### src/rtl/adsr_pkg.sv
// Shared types and constants for the ADSR phase generator.
package adsr_pkg;

    localparam int VALUE_BITS = 32;
    localparam int FRAC_BITS  = 16;

    typedef logic signed [VALUE_BITS-1:0] value_type;

    typedef enum logic [2:0] {
        ST_IDLE    = 3'd0,
        ST_ATTACK  = 3'd1,
        ST_DECAY   = 3'd2,
        ST_SUSTAIN = 3'd3,
        ST_RELEASE = 3'd4
    } adsr_state_e;

    // -1.0 in a Q format with `frac` fraction bits; callers narrow to their width.
    function automatic longint min_x_of(input int frac);
        return -(64'sd1 <<< frac);
    endfunction

    localparam value_type MIN_X = value_type'(min_x_of(FRAC_BITS));

endpackage

### src/rtl/step_clamp.sv
// Adds or subtracts a step one bit wider than the operands, then clamps to a limit.
module step_clamp #(
    parameter int W = 32
) (
    input  logic signed [W-1:0] x_i,
    input  logic signed [W-1:0] step_i,
    input  logic signed [W-1:0] limit_i,
    input  logic                sub_i,
    output logic signed [W-1:0] y_o,
    output logic                at_limit_o
);

    logic signed [W:0] x_w;
    logic signed [W:0] step_w;
    logic signed [W:0] limit_w;
    logic signed [W:0] sum_w;

    assign x_w     = {x_i[W-1], x_i};
    assign step_w  = {step_i[W-1], step_i};
    assign limit_w = {limit_i[W-1], limit_i};

    always_comb begin
        sum_w      = sub_i ? (x_w - step_w) : (x_w + step_w);
        at_limit_o = sub_i ? (sum_w <= limit_w) : (sum_w >= limit_w);
        y_o        = at_limit_o ? limit_i : sum_w[W-1:0];
    end

endmodule

### src/rtl/adsr_phase.sv
// ADSR envelope phase generator producing the e^x exponent argument in [-1.0, 0].
// Optional macro ADSR_RETRIGGER_EN: retrig restarts ATTACK from -1.0 while the note is held.
module adsr_phase
    import adsr_pkg::*;
#(
    parameter int TOTAL_BITS      = 32,
    parameter int FRACTIONAL_BITS = 16
) (
    input  logic                  clk,
    input  logic                  reset,
    input  logic                  gate,
    input  logic                  tick,
    input  logic                  retrig,
    input  logic [TOTAL_BITS-1:0] attack_step,
    input  logic [TOTAL_BITS-1:0] decay_step,
    input  logic [TOTAL_BITS-1:0] release_step,
    input  logic [TOTAL_BITS-1:0] sustain_level,
    output logic [TOTAL_BITS-1:0] x_out,
    output logic                  x_valid,
    output logic [2:0]            state_out,
    output logic                  active
);

    localparam logic signed [TOTAL_BITS-1:0] X_MIN = TOTAL_BITS'(min_x_of(FRACTIONAL_BITS));

    adsr_state_e                  state_q, state_d, state_e;
    logic signed [TOTAL_BITS-1:0] x_q, x_d, x_e;
    logic                         gate_q;
    logic                         x_valid_q;

    logic signed [TOTAL_BITS-1:0] sc_step, sc_limit, sc_y;
    logic                         sc_sub, sc_at_limit;
    logic                         gate_rise, gate_fall, note_on;

    assign gate_rise = gate & ~gate_q;
    assign gate_fall = ~gate & gate_q;
    assign note_on   = (state_q == ST_ATTACK) || (state_q == ST_DECAY) || (state_q == ST_SUSTAIN);

    // Edge-driven transitions are resolved first so a coincident tick steps the new state.
    always_comb begin
        state_e = state_q;
        x_e     = x_q;
        if (gate_rise && (state_q == ST_IDLE || state_q == ST_RELEASE)) begin
            state_e = ST_ATTACK;
        end else if (gate_fall && note_on) begin
            state_e = ST_RELEASE;
        end
`ifdef ADSR_RETRIGGER_EN
        if (retrig && gate && note_on) begin
            state_e = ST_ATTACK;
            x_e     = X_MIN;
        end
`endif
    end

`ifndef ADSR_RETRIGGER_EN
    logic unused_retrig;
    assign unused_retrig = retrig;
`endif

    always_comb begin
        sc_step  = $signed(release_step);
        sc_limit = X_MIN;
        sc_sub   = 1'b1;
        case (state_e)
            ST_ATTACK: begin
                sc_step  = $signed(attack_step);
                sc_limit = '0;
                sc_sub   = 1'b0;
            end
            ST_DECAY: begin
                sc_step  = $signed(decay_step);
                sc_limit = $signed(sustain_level);
            end
            default: ;
        endcase
    end

    step_clamp #(.W(TOTAL_BITS)) u_step_clamp (
        .x_i        (x_e),
        .step_i     (sc_step),
        .limit_i    (sc_limit),
        .sub_i      (sc_sub),
        .y_o        (sc_y),
        .at_limit_o (sc_at_limit)
    );

    always_comb begin
        state_d = state_e;
        x_d     = x_e;
        if (tick) begin
            case (state_e)
                ST_ATTACK, ST_DECAY, ST_RELEASE: begin
                    // A zero step stalls the envelope, even when already at the limit.
                    if (sc_step != '0) begin
                        x_d = sc_y;
                        if (sc_at_limit) begin
                            case (state_e)
                                ST_ATTACK: state_d = ST_DECAY;
                                ST_DECAY:  state_d = ST_SUSTAIN;
                                default:   state_d = ST_IDLE;
                            endcase
                        end
                    end
                end
                ST_SUSTAIN: x_d = $signed(sustain_level);
                default: ;
            endcase
        end
    end

    always_ff @(posedge clk) begin
        if (reset) begin
            state_q   <= ST_IDLE;
            x_q       <= X_MIN;
            x_valid_q <= 1'b0;
            gate_q    <= 1'b0;
        end else begin
            state_q   <= state_d;
            x_q       <= x_d;
            x_valid_q <= tick;
            gate_q    <= gate;
        end
    end

    assign x_out     = x_q;
    assign x_valid   = x_valid_q;
    assign state_out = state_q;
    assign active    = (state_q != ST_IDLE);

endmodule

### config.mk
export PLATFORM = sky130hd
export DESIGN_NAME = adsr_phase
export DESIGN_NICKNAME = d
export VERILOG_FILES = /design/src/rtl/adsr_pkg.sv /design/src/rtl/step_clamp.sv /design/src/rtl/adsr_phase.sv
export SDC_FILE = /design/constraint.sdc
export NUM_CORES = 1
export LEC_CHECK = 0
export ABC_CLOCK_PERIOD_IN_PS = 12970
export BUFFER_PORTS_ARGS = -buffer_cell sky130_fd_sc_hd__buf_4
export CAP_MARGIN = 30
export CORE_MARGIN = 1.5
export CORE_UTILIZATION = 55
export CTS_BUF_LIST = sky130_fd_sc_hd__clkbuf_2
export CTS_CLUSTER_SIZE = 12
export DETAILED_ROUTE_END_ITERATION = 10
export PLACE_DENSITY = 0.78
export SYNTH_ARGS = -nofsm -noshare
export SYNTH_HDL_FRONTEND = slang
export SYNTH_HIERARCHICAL = 1
export SYNTH_SLANG_ARGS = --single-unit
### constraint.sdc
create_clock -name clk -period 12.97 [get_ports clk]
set_input_delay 1.9455 -clock clk [delete_from_list [all_inputs] [get_ports clk]]
set_output_delay 1.9455 -clock clk [all_outputs]
set_load 0.01 [all_outputs]
; ---- After elaboration in Yosys (flattened, before gate mapping)
; Cells that the tools add are included.
[totals]
ff_bits = 37
inputBits = 133
out_inout_bits = 37
[op_classes]
n_addsub = 2
n_lt_le_gt_ge = 2
n_eq_ne = 9
mux = 14
bitwise = 4
n_reduce_logical = 11
[op_table]
columns = cell, count
row1 = 32-bit case mux with 2 select lines, 3
row2 = 32-bit two-way mux, 2
row3 = 32-bit by 32-bit adder with 33-bit output, 1
row4 = 33-bit by 32-bit >= comparator with 1-bit output, 1
row5 = 33-bit by 32-bit <= comparator with 1-bit output, 1
row6 = 33-bit two-way mux, 1
row7 = 32-bit by 32-bit subtractor with 33-bit output, 1
row8 = 32-bit nonzero test, 1
row9 = 3-bit two-way mux, 6
row10 = 3-bit by 2-bit == test with 1-bit output (second input constant), 4
row11 = 3-bit by 1-bit == test with 1-bit output (second input constant), 2
row12 = 3-bit == test (second input constant), 2
row13 = 2-bit case mux with 2 select lines, 1
row14 = 3-bit zero test, 1
row15 = 1-bit logical OR, 3
row16 = 3-bit AND reduction, 1
row17 = 3-bit nonzero test, 1
row18 = 3-bit OR reduction, 1
row19 = 1-bit AND, 2
row20 = 1-bit logical AND, 2
row21 = 2-bit != test (second input constant), 1
row22 = 1-bit inverter, 2
row23 = 2-bit nonzero test, 1
row24 = 1-bit two-way mux, 1

; ---- Longest topological paths before layout
[logic_depth]
ltp_word = 16
ltp_mapped = 38
depth_no_buf = 33

; ---- Cells and area by module
; Netlist, hierarchy kept.
[modules_own_cells]
columns = module, instances, cells_per_inst, area_each_um2, seq_area_each_um2
row1 = adsr_phase, 1, 637, 4209.0, 740.7
row2 = step_clamp, 1, 547, 3694.8, 0.0

; ---- Worst setup path after synthesis
; OpenSTA, ideal clock, no wires.
[synth_timing]
path_kind = input to register
startpoint = input gate
endpoint = register x_q[27] (netlist: x_out[27])
setup_ns = 0.125
arrival_ns = 8.901
slack_ns = 3.944
stages = 34
path_cell_list = buf_6 or2_1 buf_4 a41o_4 buf_4 o311ai_0 inv_1 ha_1 nor3b_2 and2_1 a21oi_1 xnor2_1 ha_1 clkbuf_1 nand4_1 a2111oi_1 o31ai_4 a21oi_1 o211a_1 o41ai_1 a311oi_1 ha_1 nand3_1 nor3_1 a22oi_1 o2111ai_1 a21oi_1 mux2i_1 buf_2 mux2_2 nand2_1 nand3_1 o21ai_0 a211oi_2
[synth_via]
elab_chain_cells = 14
[synth_rtl]
columns = item, line
row1 = start: declaration, adsr_phase.sv:11  ; input logic gate,
row2 = 1-bit inverter, adsr_phase.sv:36  ; assign gate_fall = ~gate & gate_q;
row3 = 1-bit AND, adsr_phase.sv:36
row4 = 1-bit logical AND, adsr_phase.sv:45  ; end else if (gate_fall && note_on) begin
row5 = 3-bit two-way mux, adsr_phase.sv:45
row6 = 3-bit two-way mux *, adsr_phase.sv:43  ; if (gate_rise && (state_q == ST_IDLE || state_q == ST_RELEASE)) begin
row7 = 3-bit by 2-bit == test with 1-bit output or 3-bit by 1-bit == test with 1-bit output (tied branches), adsr_phase.sv:65  ; case (state_e)
row8 = 32-bit case mux with 2 select lines *, adsr_phase.sv:65
row9 = net sc_step[0], adsr_phase.sv:31  ; logic signed [TOTAL_BITS-1:0] sc_step, sc_limit, sc_y;
row10 = 32-bit by 32-bit subtractor with 33-bit output or 32-bit by 32-bit adder with 33-bit output (tied branches), step_clamp.sv:23  ; sum_w = sub_i ? (x_w - step_w) : (x_w + step_w);
row11 = 33-bit two-way mux *, step_clamp.sv:23
row12 = 33-bit by 32-bit <= comparator with 1-bit output or 33-bit by 32-bit >= comparator with 1-bit output (tied branches), step_clamp.sv:24  ; at_limit_o = sub_i ? (sum_w <= limit_w) : (sum_w >= limit_w);
row13 = 1-bit two-way mux, step_clamp.sv:24
row14 = 32-bit two-way mux *, step_clamp.sv:25  ; y_o = at_limit_o ? limit_i : sum_w[W-1:0];
row15 = net sc_y[27], adsr_phase.sv:31
row16 = 32-bit two-way mux *, adsr_phase.sv:95  ; if (sc_step != '0) begin
row17 = 32-bit case mux with 2 select lines *, adsr_phase.sv:92  ; case (state_e)
row18 = end signal: assignment, adsr_phase.sv:115  ; x_q <= X_MIN;
row19 = end signal: assignment, adsr_phase.sv:120  ; x_q <= x_d;
row20 = end: declaration, adsr_phase.sv:27  ; logic signed [TOTAL_BITS-1:0] x_q, x_d, x_e;
; The timed path passes the listed nets; every way through them passes the cells marked *. The select of a mux whose other input is x is not followed.
; A chain may end at the register's enable or synchronous reset.

; ---- Worst setup path in the final report
[layout_timing]
startpoint = input gate
endpoint = register x_q[29] (netlist: x_out[29])
[layout_via]
elab_chain_cells = 14
[layout_rtl]
columns = item, line
row1 = 1-bit inverter, adsr_phase.sv:36
row2 = 1-bit AND, adsr_phase.sv:36
row3 = 1-bit logical AND, adsr_phase.sv:45
row4 = 3-bit two-way mux, adsr_phase.sv:45
row5 = 3-bit two-way mux *, adsr_phase.sv:43
row6 = 3-bit by 2-bit == test with 1-bit output or 3-bit by 1-bit == test with 1-bit output (tied branches), adsr_phase.sv:65
row7 = 32-bit case mux with 2 select lines *, adsr_phase.sv:65
row8 = net sc_step[2], adsr_phase.sv:31
row9 = 32-bit by 32-bit subtractor with 33-bit output or 32-bit by 32-bit adder with 33-bit output (tied branches), step_clamp.sv:23
row10 = 33-bit two-way mux *, step_clamp.sv:23
row11 = 33-bit by 32-bit <= comparator with 1-bit output or 33-bit by 32-bit >= comparator with 1-bit output (tied branches), step_clamp.sv:24
row12 = 1-bit two-way mux *, step_clamp.sv:24
row13 = net sc_at_limit, adsr_phase.sv:32  ; logic sc_sub, sc_at_limit;
row14 = 32-bit two-way mux *, step_clamp.sv:25
row15 = net sc_y[29], adsr_phase.sv:31
row16 = 32-bit two-way mux *, adsr_phase.sv:95
row17 = 32-bit case mux with 2 select lines *, adsr_phase.sv:92
; Marked as above.

==> run_results.csv <==
group,metric,value,unit
yosys,ys_seq_elements,37,
layout,syn_to_final_growth,18.8,%
yosys,synth_area_leaders,"ha_1 10%, dfxtp_1 9.4%, nand2_1 7.9%",
layout,nNetsFinal,1503,
floorplanning,die_area,15100,um^2
yosys,ys_async_sr_fraction,0,%
timing,fin_tns_setup,0,ns
yosys,yosysTopAreaCell,"ha_1",
hold_path,worstHoldPathCells,2,
critical_path,crit_slowest_cell,"and3_2",
grt,grt_pass1_wl,43200,um
critical_path,start_kind,"input port",
timing,drv_slew,0,
timing,max_clock_freq,91.0,MHz
floorplanning,initial_core_util,56.7,%
yosys,synth_area_per_cell,6.68,um^2
critical_path,critPathLaunch,"gate",
routing,viasPerCell,6.39,
hold_path,hold-path-endpoint,"x_out[9]$_SDFFE_PP0P_",
timing,setup_viol,0,
grt,use_met2,59.7,%
layout,fillCellCount,1310,
grt,grtUsageMet1,47.7,%
yosys,synth_common_cells,"167 x nand2_1, 86 x inv_1, 80 x a21oi_1",
yosys,syn_area,7900,um^2
routing,first_pass_iters,5,
grt,track_usage,35.7,%
critical_path,cpPeakStageDelay,0.73,ns
yosys,ys.flop_type,"dfxtp_1",
clock_tree,cts_made_buffers,5,
timing,rsz0062_at_grt,"no",
critical_path,r2r_slack,3.00,ns
clock_tree,cts_hold_buf,0,
grt,first_global_vias,8453,
placed_design,gp_congestion,0.995,
yosys,yosysWarnings,6,
pwr,leakagePower,3.92,nW
yosys,synth.most_common_cell,"nand2_1",
routing,wirelength,27200,um
grt,grt_max_degree,73,
placed_design,dp.cells,1476,
yosys,syn-instance-count,1184,
hold_path,min_path_type,"flip-flop to flip-flop",
clock_tree,ctsHtreeMaxLevel,2,
timing,finalCriticalPeriod,10.99,ns
pwr,power_density,335,nW/um^2
run,cap_violations,0,
critical_path,path_max_fanout,39,
yosys,synthDominantCellAreaShare,10.4,%
placed_design,dpl.hpwl,19900,um
yosys,syn_nets,1384,
clock_tree,clk_path_buf_depth,2,
yosys,synth_edf_count,0,
routing,num_vias,9482,
critical_path,reg2reg_depth,35,
critical_path,r2r-start,"gate_q$_SDFF_PP0_",
timing,hold_viol,0,
yosys,yosysUniqueCellTypes,75,
floorplanning,die_w,123,um
grt,grt_overflow,0,
clock_tree,post_cts_buffers,0,
clock_tree,clk_latency,0.52,ns
grt,busiest_layer,"met2",
critical_path,cp_data_required_time,13.36,ns
clock_tree,root_buffer,"clkbuf_2",
floorplanning,io_pins,170,
timing,min_period_over_period,84.7,%
layout,layout-drive-gt1-share,20.4,%
pwr,power,3.15,mW
grt,antenna_found_initial,0,
critical_path,timing.critical_path.mode_cell,"buf_4",
critical_path,timing.rr.end,"x_out[29]$_SDFFE_PP1P_",
floorplanning,die_y,123,um
grt,grt_use_met3,5.11,%
floorplanning,num_rows,43,
critical_path,critPathKind,"input port to flip-flop",
routing,routedWlPerCell,18.3,um
routing,drt_iter0_markers,1013,
clock_tree,cts_tree,"built",
pwr,peakVddDrop,285,uV
yosys,yosysSeqAreaShare,9.37,%
placed_design,numPortBuffers,168,
layout,finalNonFillerCells,1485,
floorplanning,core_region_area,13900,um^2
status,status,"completed",
timing,relSlewSlack,25.5,%
routing,ant_nets,0,
clock_tree,clk_pin_slew,0.27,ns
routing,drcViolationCount,0,
clock_tree,clock_sinks,37,
timing,worstMarginPinSlew,1.10,ns
critical_path,arrival,11.38,ns
timing,clock_skew,0.0603,ns
critical_path,endpoint_kind,"flip-flop",
hold_path,hp-start,"x_out[9]$_SDFFE_PP0P_",
clock_tree,cts.repair.resized,0,
## worst max path at each step
stage | endpoint | slack, ns | cells after the start
6_report | x_out[29]$_SDFFE_PP1P_ | 1.98 | 35
2_1_floorplan | x_out[27]$_SDFFE_PP1P_ | 3.94 | 34
4_1_cts | x_out[14]$_SDFFE_PP0P_ | 2.19 | 35
3_3_place_gp | x_out[29]$_SDFFE_PP1P_ | 1.71 | 35
5_1_grt | x_out[14]$_SDFFE_PP0P_ | 1.49 | 35
3_5_place_dp | x_out[29]$_SDFFE_PP1P_ | 1.67 | 35
## layout by cell type (no fill, tap or decap), types with 6 or more instances in the layout
cell,synthesis,layout
a22oi_1,17,17
a211oi_2,14,14
nand2b_1,8,8
and2_1,26,26
ha_1,66,66
o311ai_0,28,28
a211oi_1,6,6
dfxtp_1,37,36
nor2_1,75,75
buf_4,8,206
nor3_1,33,33
inv_1,86,86
a21oi_1,80,80
a31oi_1,7,7
a32oi_1,32,32
nor3b_1,35,35
nand2_1,167,167
nand4_1,46,46
nor2b_1,7,7
xnor2_1,49,49
o221ai_1,16,16
nor4_1,12,12
nand3_1,32,32
mux2_2,10,10
o21ai_0,70,70
xor2_1,12,12
a21o_1,29,29
## cell type report
type / instances / area (um^2) / share of cell area, %
repair buffers: 210 / 1610 / 17.2
inverters: 87 / 327 / 3.48
multi-input cells: 962 / 6390 / 68.0
clock buffers: 5 / 25.0 / 0.267
well taps: 180 / 225 / 2.40
clock inverters: 3 / 68.8 / 0.733
diodes: 1 / 2.50 / 0.0267
flip-flops and latches: 37 / 742 / 7.90
## power breakdown
group	internal, mW	switching, mW	leakage (nW)
clock	0.0524	0.0535	0.0536
sequential	0.142	0.0309	0.304
combinational	1.18	1.69	3.56
total	1.37	1.77	3.92
## worst max-delay path, delay by kind of cell
family	cells	cell delay (ns)
XOR/XNOR	1	0.17
adder cells (fa/ha/maj)	2	0.78
AND/OR/NAND/NOR	11	2.85
multiplexers	1	0.73
buffers and inverters	5	1.39
AO/OA/AOI/OAI	15	3.47
## routing by layer
metal  up-vias  part of all wire (%)
li1       4571                     -
met1      4431                    43
met2       425                    46
met3        55                   8.2
met4         0                   2.3
met5         -                     0
## cells by family (layout without fill, tap and decap cells)
| family | after synthesis | count (layout) | share of synthesized area [%] |
|---|---|---|---|
| multiplexers | 14 | 14 | 1.99 |
| AO/OA/AOI/OAI | 349 | 349 | 31.1 |
| XOR/XNOR | 61 | 61 | 6.76 |
| flip-flops | 37 | 37 | 9.37 |
| adder cells (fa/ha/maj) | 67 | 67 | 10.7 |
| AND/OR/NAND/NOR | 471 | 471 | 29.9 |
| other | 0 | 1 | 0 |
| buffers and inverters | 185 | 305 | 10.2 |
## per-stage QoR
| step | setup slack (ns) | cell area [um^2] | hold slack, ns | util, % |
|---|---|---|---|---|
| global route | 1.49 | 9390 | 0.600 | 67.4 |
| finish | 1.98 | 9390 | 0.585 | 67.4 |
| CTS | 2.19 | 9390 | 0.583 | 67.4 |
| floorplan | 3.94 | 7900 | 0.562 | - |
| detailed placement | 1.67 | 9290 | 0.555 | 66.7 |
| global placement | 1.71 | 9230 | 0.550 | 66.2 |
## sequential cells by signal, summed over array words and instances, names as in the netlist
signal	count
x_valid	1
state_out	3
x_out	32
gate_q	1
Power figures use the tool's default switching activity.
